--- src/rtl/apb_requester.sv ---
// Single-outstanding APB initiator: takes commands on a valid/ready channel, runs the
// SETUP/ACCESS handshake with a bounded wait, and returns a registered response.
module apb_requester #(
   parameter int ADDR_W  = 8,
   parameter int DATA_W  = 8,
   parameter int TIMEOUT = 16
) (
   input  logic              pclk,
   input  logic              preset,

   input  logic              cmd_valid,
   output logic              cmd_ready,
   input  logic              cmd_write,
   input  logic [ADDR_W-1:0] cmd_addr,
   input  logic [DATA_W-1:0] cmd_wdata,

   output logic              rsp_valid,
   input  logic              rsp_ready,
   output logic [DATA_W-1:0] rsp_rdata,
   output logic              rsp_err,
   output logic              rsp_timeout,

   output logic              psel,
   output logic              penable,
   output logic              pwrite,
   output logic [ADDR_W-1:0] paddr,
   output logic [DATA_W-1:0] pwdata,
   input  logic [DATA_W-1:0] prdata,
   input  logic              pready,
   input  logic              pslverr
);

   localparam int              CNT_W    = (TIMEOUT > 1) ? $clog2(TIMEOUT) : 1;
   localparam logic [CNT_W-1:0] CNT_LAST = CNT_W'(TIMEOUT - 1);

   typedef enum logic [1:0] {
      IDLE   = 2'd0,
      SETUP  = 2'd1,
      ACCESS = 2'd2
   } state_t;

   state_t           state, state_nxt;
   logic [CNT_W-1:0] wait_cnt, wait_cnt_nxt;
   logic             accept;
   logic             done_ok;
   logic             done_to;
   logic             psel_nxt;
   logic             penable_nxt;

   // A pending response blocks new commands, so consume and accept never share an edge.
   assign cmd_ready = (state == IDLE) && !rsp_valid;

   always_comb begin
      // NOTE: every signal written here gets a default first, so no path leaves one
      // unassigned and no latch is inferred.
      state_nxt    = state;
      wait_cnt_nxt = wait_cnt;
      accept       = 1'b0;
      done_ok      = 1'b0;
      done_to      = 1'b0;

      unique case (state)
         IDLE: begin
            if (cmd_valid && cmd_ready) begin
               accept    = 1'b1;
               state_nxt = SETUP;
            end
         end
         SETUP: begin
            wait_cnt_nxt = '0;
            state_nxt    = ACCESS;
         end
         ACCESS: begin
            if (pready) begin
               done_ok   = 1'b1;
               state_nxt = IDLE;
            end else if (wait_cnt == CNT_LAST) begin
               done_to   = 1'b1;
               state_nxt = IDLE;
            end else begin
               // Below CNT_LAST here, so the increment cannot wrap.
               wait_cnt_nxt = wait_cnt + CNT_W'(1);
            end
         end
         default: state_nxt = IDLE;
      endcase

      // APB strobes are registered from the next state so they never glitch on decode.
      psel_nxt    = (state_nxt != IDLE);
      penable_nxt = (state_nxt == ACCESS);
   end

   always_ff @(posedge pclk or posedge preset) begin
      // NOTE: flops are written with non-blocking assignments so every one of them
      // samples the values from before the edge.
      if (preset) begin
         state    <= IDLE;
         wait_cnt <= '0;
         psel     <= 1'b0;
         penable  <= 1'b0;
      end else begin
         state    <= state_nxt;
         wait_cnt <= wait_cnt_nxt;
         psel     <= psel_nxt;
         penable  <= penable_nxt;
      end
   end

   // Address/direction/data are loaded only at acceptance and then held through the transfer.
   always_ff @(posedge pclk or posedge preset) begin
      if (preset) begin
         pwrite <= 1'b0;
         paddr  <= '0;
         pwdata <= '0;
      end else if (accept) begin
         pwrite <= cmd_write;
         paddr  <= cmd_addr;
         pwdata <= cmd_write ? cmd_wdata : '0;
      end
   end

   always_ff @(posedge pclk or posedge preset) begin
      if (preset) begin
         rsp_valid   <= 1'b0;
         rsp_rdata   <= '0;
         rsp_err     <= 1'b0;
         rsp_timeout <= 1'b0;
      end else if (done_ok) begin
         rsp_valid   <= 1'b1;
         rsp_rdata   <= pwrite ? '0 : prdata;
         rsp_err     <= pslverr;
         rsp_timeout <= 1'b0;
      end else if (done_to) begin
         rsp_valid   <= 1'b1;
         rsp_rdata   <= '0;
         rsp_err     <= 1'b1;
         rsp_timeout <= 1'b1;
      end else if (rsp_valid && rsp_ready) begin
         rsp_valid   <= 1'b0;
         rsp_rdata   <= '0;
         rsp_err     <= 1'b0;
         rsp_timeout <= 1'b0;
      end
   end

endmodule

--- config.mk ---
export PLATFORM = sky130hd
export DESIGN_NAME = apb_requester
export DESIGN_NICKNAME = d
export VERILOG_FILES = /design/src/rtl/apb_requester.sv
export SDC_FILE = /design/constraint.sdc
export NUM_CORES = 1
export LEC_CHECK = 0
export ABC_AREA = 1
export BUFFER_PORTS_ARGS = -buffer_cell sky130_fd_sc_hd__buf_2
export CAP_MARGIN = 10
export CORE_ASPECT_RATIO = 0.8
export CORE_MARGIN = 8
export CORE_UTILIZATION = 40
export DETAILED_ROUTE_END_ITERATION = 6
export GPL_ROUTABILITY_DRIVEN = 0
export PLACE_DENSITY = 0.82
export SYNTH_ARGS = -nofsm -noshare
export SYNTH_HDL_FRONTEND = slang
export SYNTH_SLANG_ARGS = --single-unit
--- constraint.sdc ---
create_clock -name pclk -period 1.45 [get_ports pclk]
set_clock_uncertainty 0.1 [all_clocks]
set_input_delay 0.145 -clock pclk [delete_from_list [all_inputs] [get_ports pclk]]
set_output_delay 0.145 -clock pclk [all_outputs]
set_load 0.005 [all_outputs]
# Word level (Yosys, flattened, before mapping)
# Index checks and enable logic that the tools add are counted.
# totals
register_bits	36
output_inout_bits	31
wordCells	51
# op_classes
addsub	1
n_eq_ne	6
n_mux	24
reduce_logical	9
# op_table
op	count
$mux W8	5
$mux W1	12
$mux W4	2
$pmux W4 S2	1
$mux W2	3
$pmux W2 S3	1
$add A4 B1 Y4 const B	1
$eq A2 B2 Y1 const B	2
$eq A4 B4 Y1 const B	1
$ne A2 B2 Y1 const B	2
$reduce_bool A2 Y1	2
$logic_and A1 B1 Y1	3
$reduce_and A3 Y1	1
$reduce_bool A3 Y1	1
$eq A2 B1 Y1 const B	1
$logic_not A2 Y1	1
$logic_not A1 Y1	1

# Longest topological paths before layout
# Gate-level depths: netlist of run 1.
# logic_depth
depth_word	6
depth_mapped	7
mapped_depth_nobuf	6

# Worst setup path after synthesis of run 1
# Ideal clock, no wire load.
# synth_path
kind	reg2reg
start	register wait_cnt[0]
end	register rsp_valid
setup_ps	130
arrival_time_ps	1128
t_required_ps	1220
slack_ps	92
path_stages_with_launch	7
synth_period_minus_slack_ps	1358
path_cell_list	dfrtp_1 -> ha_1 -> nand3_1 -> nand2_1 -> nand2_1 -> buf_2 -> o21ai_0
# synth_via
elab_chain_cells	6
# synth_lines
item	line	rtl
from (decl)	43	logic [CNT_W-1:0] wait_cnt, wait_cnt_nxt;
from (signal assigned)	103	wait_cnt <= wait_cnt_nxt;
$eq A4 B4 Y1 (*)	77	end else if (wait_cnt == CNT_LAST) begin
$mux W1 (*)	77	
$mux W1 (*)	74	if (pready) begin
$mux W1 (*)	62	unique case (state)
$mux W1	133	end else if (done_to) begin
$mux W1	128	end else if (done_ok) begin
to (signal assigned)	129	rsp_valid <= 1'b1;
to (signal assigned)	134	rsp_valid <= 1'b1;
to (signal assigned)	139	rsp_valid <= 1'b0;
to (decl)	17	output logic rsp_valid,
# Mark *: on every way between the ends. The rest lies on a longest branch, timed or not.
# A chain may end at the register's enable or synchronous reset.

# Final worst setup path of run 1
# layout_path
start	register state[0]
end	register wait_cnt[2]
# layout_via
elab_chain_cells	3
# layout_lines
item	line	rtl
from (decl)	42	state_t state, state_nxt;
from (signal assigned)	102	state <= state_nxt;
$eq A2 B2 Y1 / $eq A2 B1 Y1 (equally long branches)	62	
$ne A2 B2 Y1 (no source line) / $reduce_bool A2 Y1 (equally long branches)	--	
$reduce_and A3 Y1 (no source line)	--	
# Parallel ways exist; a longest one is shown, timed or not.

==> metrics.md, run 1 <==
| Metric | Value |
|---|---|
| Status | `completed` |
| Power share of the combinational group | `38.9%` |
| Peak Freq | `722.8 MHz` |
| Root buffer cell | `clkbuf_8` |
| Per-cell routed wire length | `12.87 um` |
| Power, Total | `4.098 mW` |
| Core Region | `3729 um^2` |
| DP Wirelength | `2677 um` |
| Initial antenna violation count | `0` |
| CP dominant cell by count | `nand2_1` |
| Crit path DAT | `1.50 ns` |
| Power Dens Cells | `1818 nW/um^2` |
| Die W | `85.21 um` |
| Actual slew at the worst max-slew pin | `0.4424 ns` |
| Drt total wl | `3874 um` |
| Max VDD drop | `1.107 mV` |
| Post-Layout Cell Count | `301` |
| DR vias/cell | `4.704` |
| Synth area leaders | `dfrtp_1 59%, nand2_1 18%, nand3_1 5.6%` |
| Sequential power share | `40.0%` |
| Clock power frac | `21.0%` |
| Antenna Cells | `0` |
| GR Util All Layers | `13.07%` |
| Setup violators final | `0` |
| Final Hold Fails | `0` |
| Area growth, synth to finish | `47.10%` |
| Clock latency at the later pin of the worst-skew pair | `0.28 ns` |
| Syn_nets | `197` |
| Critical path type | `flip-flop to flip-flop` |
| Distinct cells, synth | `20` |
| Final period util | `95.41%` |
| Internal Pwr Total | `2.635 mW` |
| CTS sink count | `36` |
| Grt ovf | `0` |
| Area leader, netlist | `dfrtp_1` |
| CP Launch Type | `flip-flop` |
| Sw frac | `35.70%` |
| First-pass GRT wire length | `6423 um` |
| Most frequent cells in the layout | `73 x nand2_1, 61 x buf_2, 35 x dfrtp_1` |
| Worst path cell trace | `buf_4, nor2_2, nand3_2, nand2_2, nand2_1, nand2_1` |
| Commonest non-fill, non-tap cell in the layout | `nand2_1` |
| Via Count | `1416` |
| FF-to-FF End | `wait_cnt[2]` |
| Detailed Route Iter0 Violations | `43` |
| Initial Util | `41.11%` |
| Slowest CP cell | `dfrtp_2` |
| Reg2reg start | `state[0]` |
| Worst R2R Setup Slack | `0.07 ns` |
| R2r worst-path depth | `6` |
| Max-cap violation count | `0` |
| Post-Syn Instances | `165` |
| Share of cells above drive strength 1 | `38.13%` |
| Antenna viol nets, final | `0` |
| Slew margin rel. | `70.51%` |
| TritonCTS clock tree | `yes` |
| IO Count | `62` |
| Die Height | `71.37 um` |
| Max clock buf depth | `2` |
| Yosys warns | `0` |
| Fin crit period | `1.383 ns` |
| Net switching power | `1.463 mW` |
| Pins Over Slew Limit | `0` |
| CTS H-tree lvls | `2` |
| #FFs+latches synth | `36` |
| Post-Syn Area | `1533 um^2` |
| Hold path start | `cmd_wdata[0]` |
| Worst path top cell family by delay | `simple AND/OR/NAND/NOR gates` |
| DRT Pass-1 Iters | `4` |
| Syn avg cell area | `9.289 um^2` |
| Critical Path RT | `1.57 ns` |
| TritonCTS buffer count | `5` |
| Setup TNS | `0 ns` |
| LEAKAGE | `1.240 nW` |
| Worst Hold End | `pwdata[0]` |
| Buf/Inv on CP | `1` |
| Sequential area share after synthesis | `58.78%` |
| Critical Path Fanout Max | `8` |
| Worst Hold Class | `primary input to flip-flop` |
| Hold path depth | `3` |
| Setup crit end kind | `flip-flop` |
| Number of cell rows | `20` |
| Port Buffers | `61` |
| Final #Nets | `288` |
| Worst-path clk slew | `0.07 ns` |
| Die area | `6081 um^2` |
| Yosys top cell area share | `58.78%` |
| Placed Cells | `270` |
| # DRC | `0` |
| Crit-path max cell delay | `0.44 ns` |
| Vias in the first global route | `1413` |
| Largest net degree at the start of global routing | `37` |
flip-flops by register name (all words and copies together) (netlist names):
name         flops
pwdata           8
rsp_valid        1
pwrite           1
rsp_rdata        8
rsp_timeout      1
state            2
rsp_err          1
wait_cnt         4
paddr            8
psel             1
penable          1
power groups by stage:
stage / registers, mW / clock network, mW / logic [mW]
6_report: 1.64 / 0.862 / 1.60
4_1_cts: 1.64 / 0.884 / 1.45
5_1_grt: 1.68 / 0.926 / 1.80
3_5_place_dp: 1.65 / 0 / 1.42
3_3_place_gp: 1.64 / 0 / 1.37
2_1_floorplan: 1.67 / 0 / 0.777
logic make-up after synthesis:
group | after synthesis | share of synthesized area [%]
AOI/OAI and AO/OA | 12 | 5.878
adders and majority gates | 1 | 0.8162
buffers and inverters | 12 | 4.081
DFF | 36 | 58.78
and+or+nand+nor | 104 | 30.45
synthesized netlist by cell type, drive strengths merged:
master,instances
clkinv,1
nor2,5
clkbuf,1
nor3b,1
nand4,1
o21ai,12
dfrtp,36
nor3,2
inv,7
nand2,77
buf,3
ha,1
nand3,18
routing by layer:
metal	share of wire, %	vias to the layer above	routed length, um	global-route usage [%]
met4	0.67	0	26	4.134
met5	0	-	0	0
li1	-	709	-	-
met2	49	49	1902	22.23
met3	8.0	5	310	5.943
met1	42	653	1634	14.20
cell type report:
| cell class | instances | area [um^2] |
|---|---|---|
| Clock buffer | 5 | 68.82 |
| Clock inverter | 3 | 42.54 |
| Fill cell | 325 | 1474 |
| Inverter | 8 | 31.28 |
| Multi-Input combinational cell | 118 | 596.8 |
| Sequential cell | 36 | 902.1 |
| Tap cell | 44 | 55.05 |
| Timing Repair Buffer | 87 | 558.0 |
worst max-delay path by stage:
stage | startpoint | cells past startpoint | end
6_report | state[0] | 6 | wait_cnt[2]
5_1_grt | state[1] | 7 | wait_cnt[2]
2_1_floorplan | wait_cnt[0] | 6 | rsp_valid
3_5_place_dp | state[0] | 5 | paddr[1]
3_3_place_gp | state[0] | 5 | paddr[1]
4_1_cts | state[0] | 5 | paddr[0]
through the flow:
step / setup slack (ns) / util [%] / hold WS, ns / instance area [um^2]
after floorplan: 0.09212 / - / 0.1414 / 1533
after global placement: 0.08389 / 51.07 / 0.1645 / 1904
after detailed placement: 0.05873 / 51.07 / 0.1704 / 1904
after CTS: 0.03018 / 58.89 / 0.003255 / 2196
after global routing: -0.01103 / 60.47 / 0.004698 / 2255
final: 0.06651 / 60.47 / 0.006279 / 2255
worst min-delay path, delay by kind of cell:
kind | cells | cell delay [ns]
compound gates | 1 | 0.05
buf+inv | 1 | 0.09
simple gates | 1 | 0.07
repair_timing:
action                     in CTS  in global routing
setup buffers                   0                  4
hold buffers                   18                  0
hold endpoints to repair       53                  0
setup endpoints to repair       0                 19
gates resized for setup         0                  4
(Power assumes the default switching activity.)
==> inputs of run 2 (changes only) <==
==> config.mk (replaced) <==
export PLATFORM = sky130hd
export DESIGN_NAME = apb_requester
export DESIGN_NICKNAME = d
export VERILOG_FILES = /design/src/rtl/apb_requester.sv
export SDC_FILE = /design/constraint.sdc
export NUM_CORES = 1
export LEC_CHECK = 0
export CAP_MARGIN = 10
export CORE_ASPECT_RATIO = 0.8
export CORE_MARGIN = 8
export CORE_UTILIZATION = 40
export DETAILED_ROUTE_END_ITERATION = 6
export DONT_BUFFER_PORTS = 1
export GPL_ROUTABILITY_DRIVEN = 0
export PLACE_DENSITY = 0.67
export SETUP_SLACK_MARGIN = 0.05
export SYNTH_ARGS = -nofsm -noshare
export SYNTH_HDL_FRONTEND = slang
export SYNTH_SLANG_ARGS = --single-unit
==> metrics.md, run 2 <==
| Metric | Value |
|---|---|
| RSZ-0062 raised after global routing | `yes` |
| First-pass GRT wire length | `6375 um` |
| CP Launch Type | `flip-flop` |
| Layout fillers | `266` |
| DRT Pass-1 Iters | `4` |
| Top flop regs | `paddr (8), pwdata (8), rsp_rdata (8)` |
| Multiplexer share of the synthesized area | `7.323%` |
| Hold path depth | `3` |
| Clock power frac | `21.9%` |
| Net switching power | `1.369 mW` |
| Share of cells above drive strength 1 | `31.25%` |
| Antenna viol nets, final | `0` |
| #FFs+latches synth | `36` |
| Largest net degree at the start of global routing | `37` |
| Slowest CP cell | `or4b_4` |
| Worst path top cell family by delay | `simple AND/OR/NAND/NOR gates` |
| Pins Over Slew Limit | `0` |
| GR Util All Layers | `13.20%` |
| IO Count | `62` |
| TritonCTS buffer count | `5` |
| Worst Hold Class | `primary input to flip-flop` |
| R2r worst-path depth | `3` |
| Clock latency at the later pin of the worst-skew pair | `0.28 ns` |
| Yosys top cell area share | `60.61%` |
| Post-Syn Area | `1486 um^2` |
| TritonCTS clock tree | `yes` |
| Failing checks | `negative setup slack` |
| Initial Util | `42.53%` |
| Crit path DAT | `1.68 ns` |
| Internal Pwr Total | `2.880 mW` |
| Worst-path clk slew | `0.07 ns` |
| Core Region | `3495 um^2` |
| Setup crit end kind | `flip-flop` |
| Fin crit period | `1.620 ns` |
| CTS H-tree lvls | `2` |
| Final period util | `111.7%` |
| Max-cap violation count | `0` |
| Compound-cell area share of the yosys netlist | `14.98%` |
| Setup violators final | `26` |
| Top-count cell post-synth | `dfrtp_1` |
| Min Hold Slack | `0.02983 ns` |
| CTS sink count | `36` |
| Detailed Route Iter0 Violations | `41` |
| Commonest cells in the synthesized netlist | `36 x dfrtp_1, 21 x nand2_1, 13 x o21ai_0, 8 x a22o_1, 7 x mux2_2` |
| Initial antenna violation count | `0` |
| Sw frac | `32.21%` |
| Syn avg cell area | `11.70 um^2` |
| Crit-path max cell delay | `0.56 ns` |
| Drt total wl | `4011 um` |
| Actual slew at the worst max-slew pin | `0.4370 ns` |
| Final Hold Fails | `0` |
| Distinct cells, synth | `32` |
| # DRC | `0` |
| Area growth, synth to finish | `50.76%` |
| Critical path startpoint | `state[1]` |
| Async SR Flop Fraction | `100.0%` |
| Per-cell routed wire length | `18.40 um` |
| Area leader, netlist | `dfrtp_1` |
| Commonest non-fill, non-tap cell in the layout | `dfrtp_1` |
| Synth area leaders | `dfrtp_1 61%, mux2_2 5.3%, nand2_1 5.3%` |
| Worst path cell trace | `or4b_4, buf_6, mux2_4` |
| Vias in the first global route | `1259` |
| Yosys warns | `0` |
| Critical path type | `flip-flop to flip-flop` |
| Predominant post-synthesis flop cell | `dfrtp_1` |
| Via Count | `1165` |
| EDFF count, synth | `0` |
| Power share of the combinational group | `35.3%` |
| Levels on crit path | `3` |
| Critical Path RT | `1.51 ns` |
| Synth Area in XOR/XNOR | `0%` |
| Sequential power share | `42.8%` |
| Number of cell rows | `19` |
| Peak Freq | `617.3 MHz` |
| Reg2reg start | `state[1]` |
| DP Wirelength | `2602 um` |
| Root buffer cell | `clkbuf_8` |
| Sequential area share after synthesis | `60.61%` |
| Die Height | `70.53 um` |
| DR vias/cell | `5.344` |
| Final Core Density | `64.12%` |
| Port Buffers | `0` |
| Max VDD drop | `1.142 mV` |
| Hold path start | `rsp_ready` |
| Power Dens Cells | `1896 nW/um^2` |
| Critical Path Fanout Max | `6` |
| Most frequent cells in the layout | `36 x dfrtp_1, 29 x dlygate4sd3_1, 19 x nand2_1` |
| Status | `complete, but fails checks` |
| Post-synthesis adder-cell area fraction | `0.8418%` |
| Synth Area in Simple Gates | `12.71%` |
| Syn_nets | `159` |
| LEAKAGE | `1.029 nW` |
| Largest family of logic cells by synthesized area | `compound AO/OA/AOI/OAI gates` |
| Max clock buf depth | `2` |
| Buf/Inv on CP | `1` |
| Die area | `5935 um^2` |
| Die W | `84.16 um` |
| Slew margin rel. | `70.86%` |
| Antenna Cells | `0` |
| Final #Nets | `207` |
| Crit path setup slack, layout | `-0.1700 ns` |
| Grt ovf | `0` |
| Post-Syn Instances | `127` |
run 2: worst paths after layout:
path,endpoint,slack (ns)
worst max-delay path,paddr[1],-0.17
worst min-delay path,rsp_err,0.03
worst max register to register,paddr[1],-0.17
worst min register to register,pwdata[1],0.42
max in group asynchronous,wait_cnt[2],0.63
min in group asynchronous,psel,0.31
run 2: worst reg2reg max path: cells and delay by family (launching register included):
| kind | cells | cell delay [ns] |
|---|---|---|
| AND/OR/NAND/NOR | 1 | 0.56 |
| buffers and inverters | 1 | 0.16 |
| flip-flops | 1 | 0.40 |
| multiplexers | 1 | 0.29 |
run 2: layer usage:
metal	global-route usage (%)	up-vias	share of wire, %
met2	21.99	58	49
li1	-	547	-
met1	13.93	551	38
met4	3.442	0	1.7
met3	7.764	9	11
met5	0	-	0
run 2: final cells by class:
class / count / area [um^2] / share of cell area [%]
sequential: 36 / 900.9 / 40.20
inverter: 4 / 15.01 / 0.6700
multi-input combinational: 81 / 668.1 / 29.82
timing repair buffer: 47 / 478.0 / 21.33
tap: 42 / 52.55 / 2.345
clock inverter: 1 / 30.03 / 1.340
clock buffer: 7 / 96.34 / 4.299
run 2: cell families (layout without fill, tap and decap cells):
group,count (synthesis),in the layout
buffers and inverters,10,59
muxes,9,9
adders and majority gates,1,1
and+or+nand+nor,38,38
AOI/OAI and AO/OA,33,33
DFF,36,36
run 2: what timing repair did:
item                       in CTS  in global routing
gates resized for setup        17                 21
pin swaps                      13                  7
setup endpoints to repair      29                 31
hold buffers                   29                  0
setup buffers                   3                  4
hold endpoints to repair       64                  0
run 2: power by group through the flow:
stage          registers, mW  clock network [mW]  logic, mW
2_1_floorplan           1.71                   0      0.808
3_5_place_dp            1.81                   0       1.07
4_1_cts                 1.82               0.955       1.28
6_report                1.82               0.929       1.50
5_1_grt                 1.88                1.00       1.63
3_3_place_gp            1.80                   0       1.02
run 2: per-stage QoR:
stage | area [um^2] | total power [mW] | std cells | setup TNS [ns] | worst slack, ns
after global routing | 2241 | 4.516 | 218 | -3.200 | -0.2021
after global placement | 1617 | 2.826 | 174 | -2.089 | -0.1555
after detailed placement | 1617 | 2.888 | 174 | -3.227 | -0.1919
after CTS | 2126 | 4.057 | 214 | -1.692 | -0.1537
after floorplan | 1523 | 2.518 | 127 | -1.540 | -0.2146
final | 2241 | 4.249 | 218 | -2.024 | -0.1700
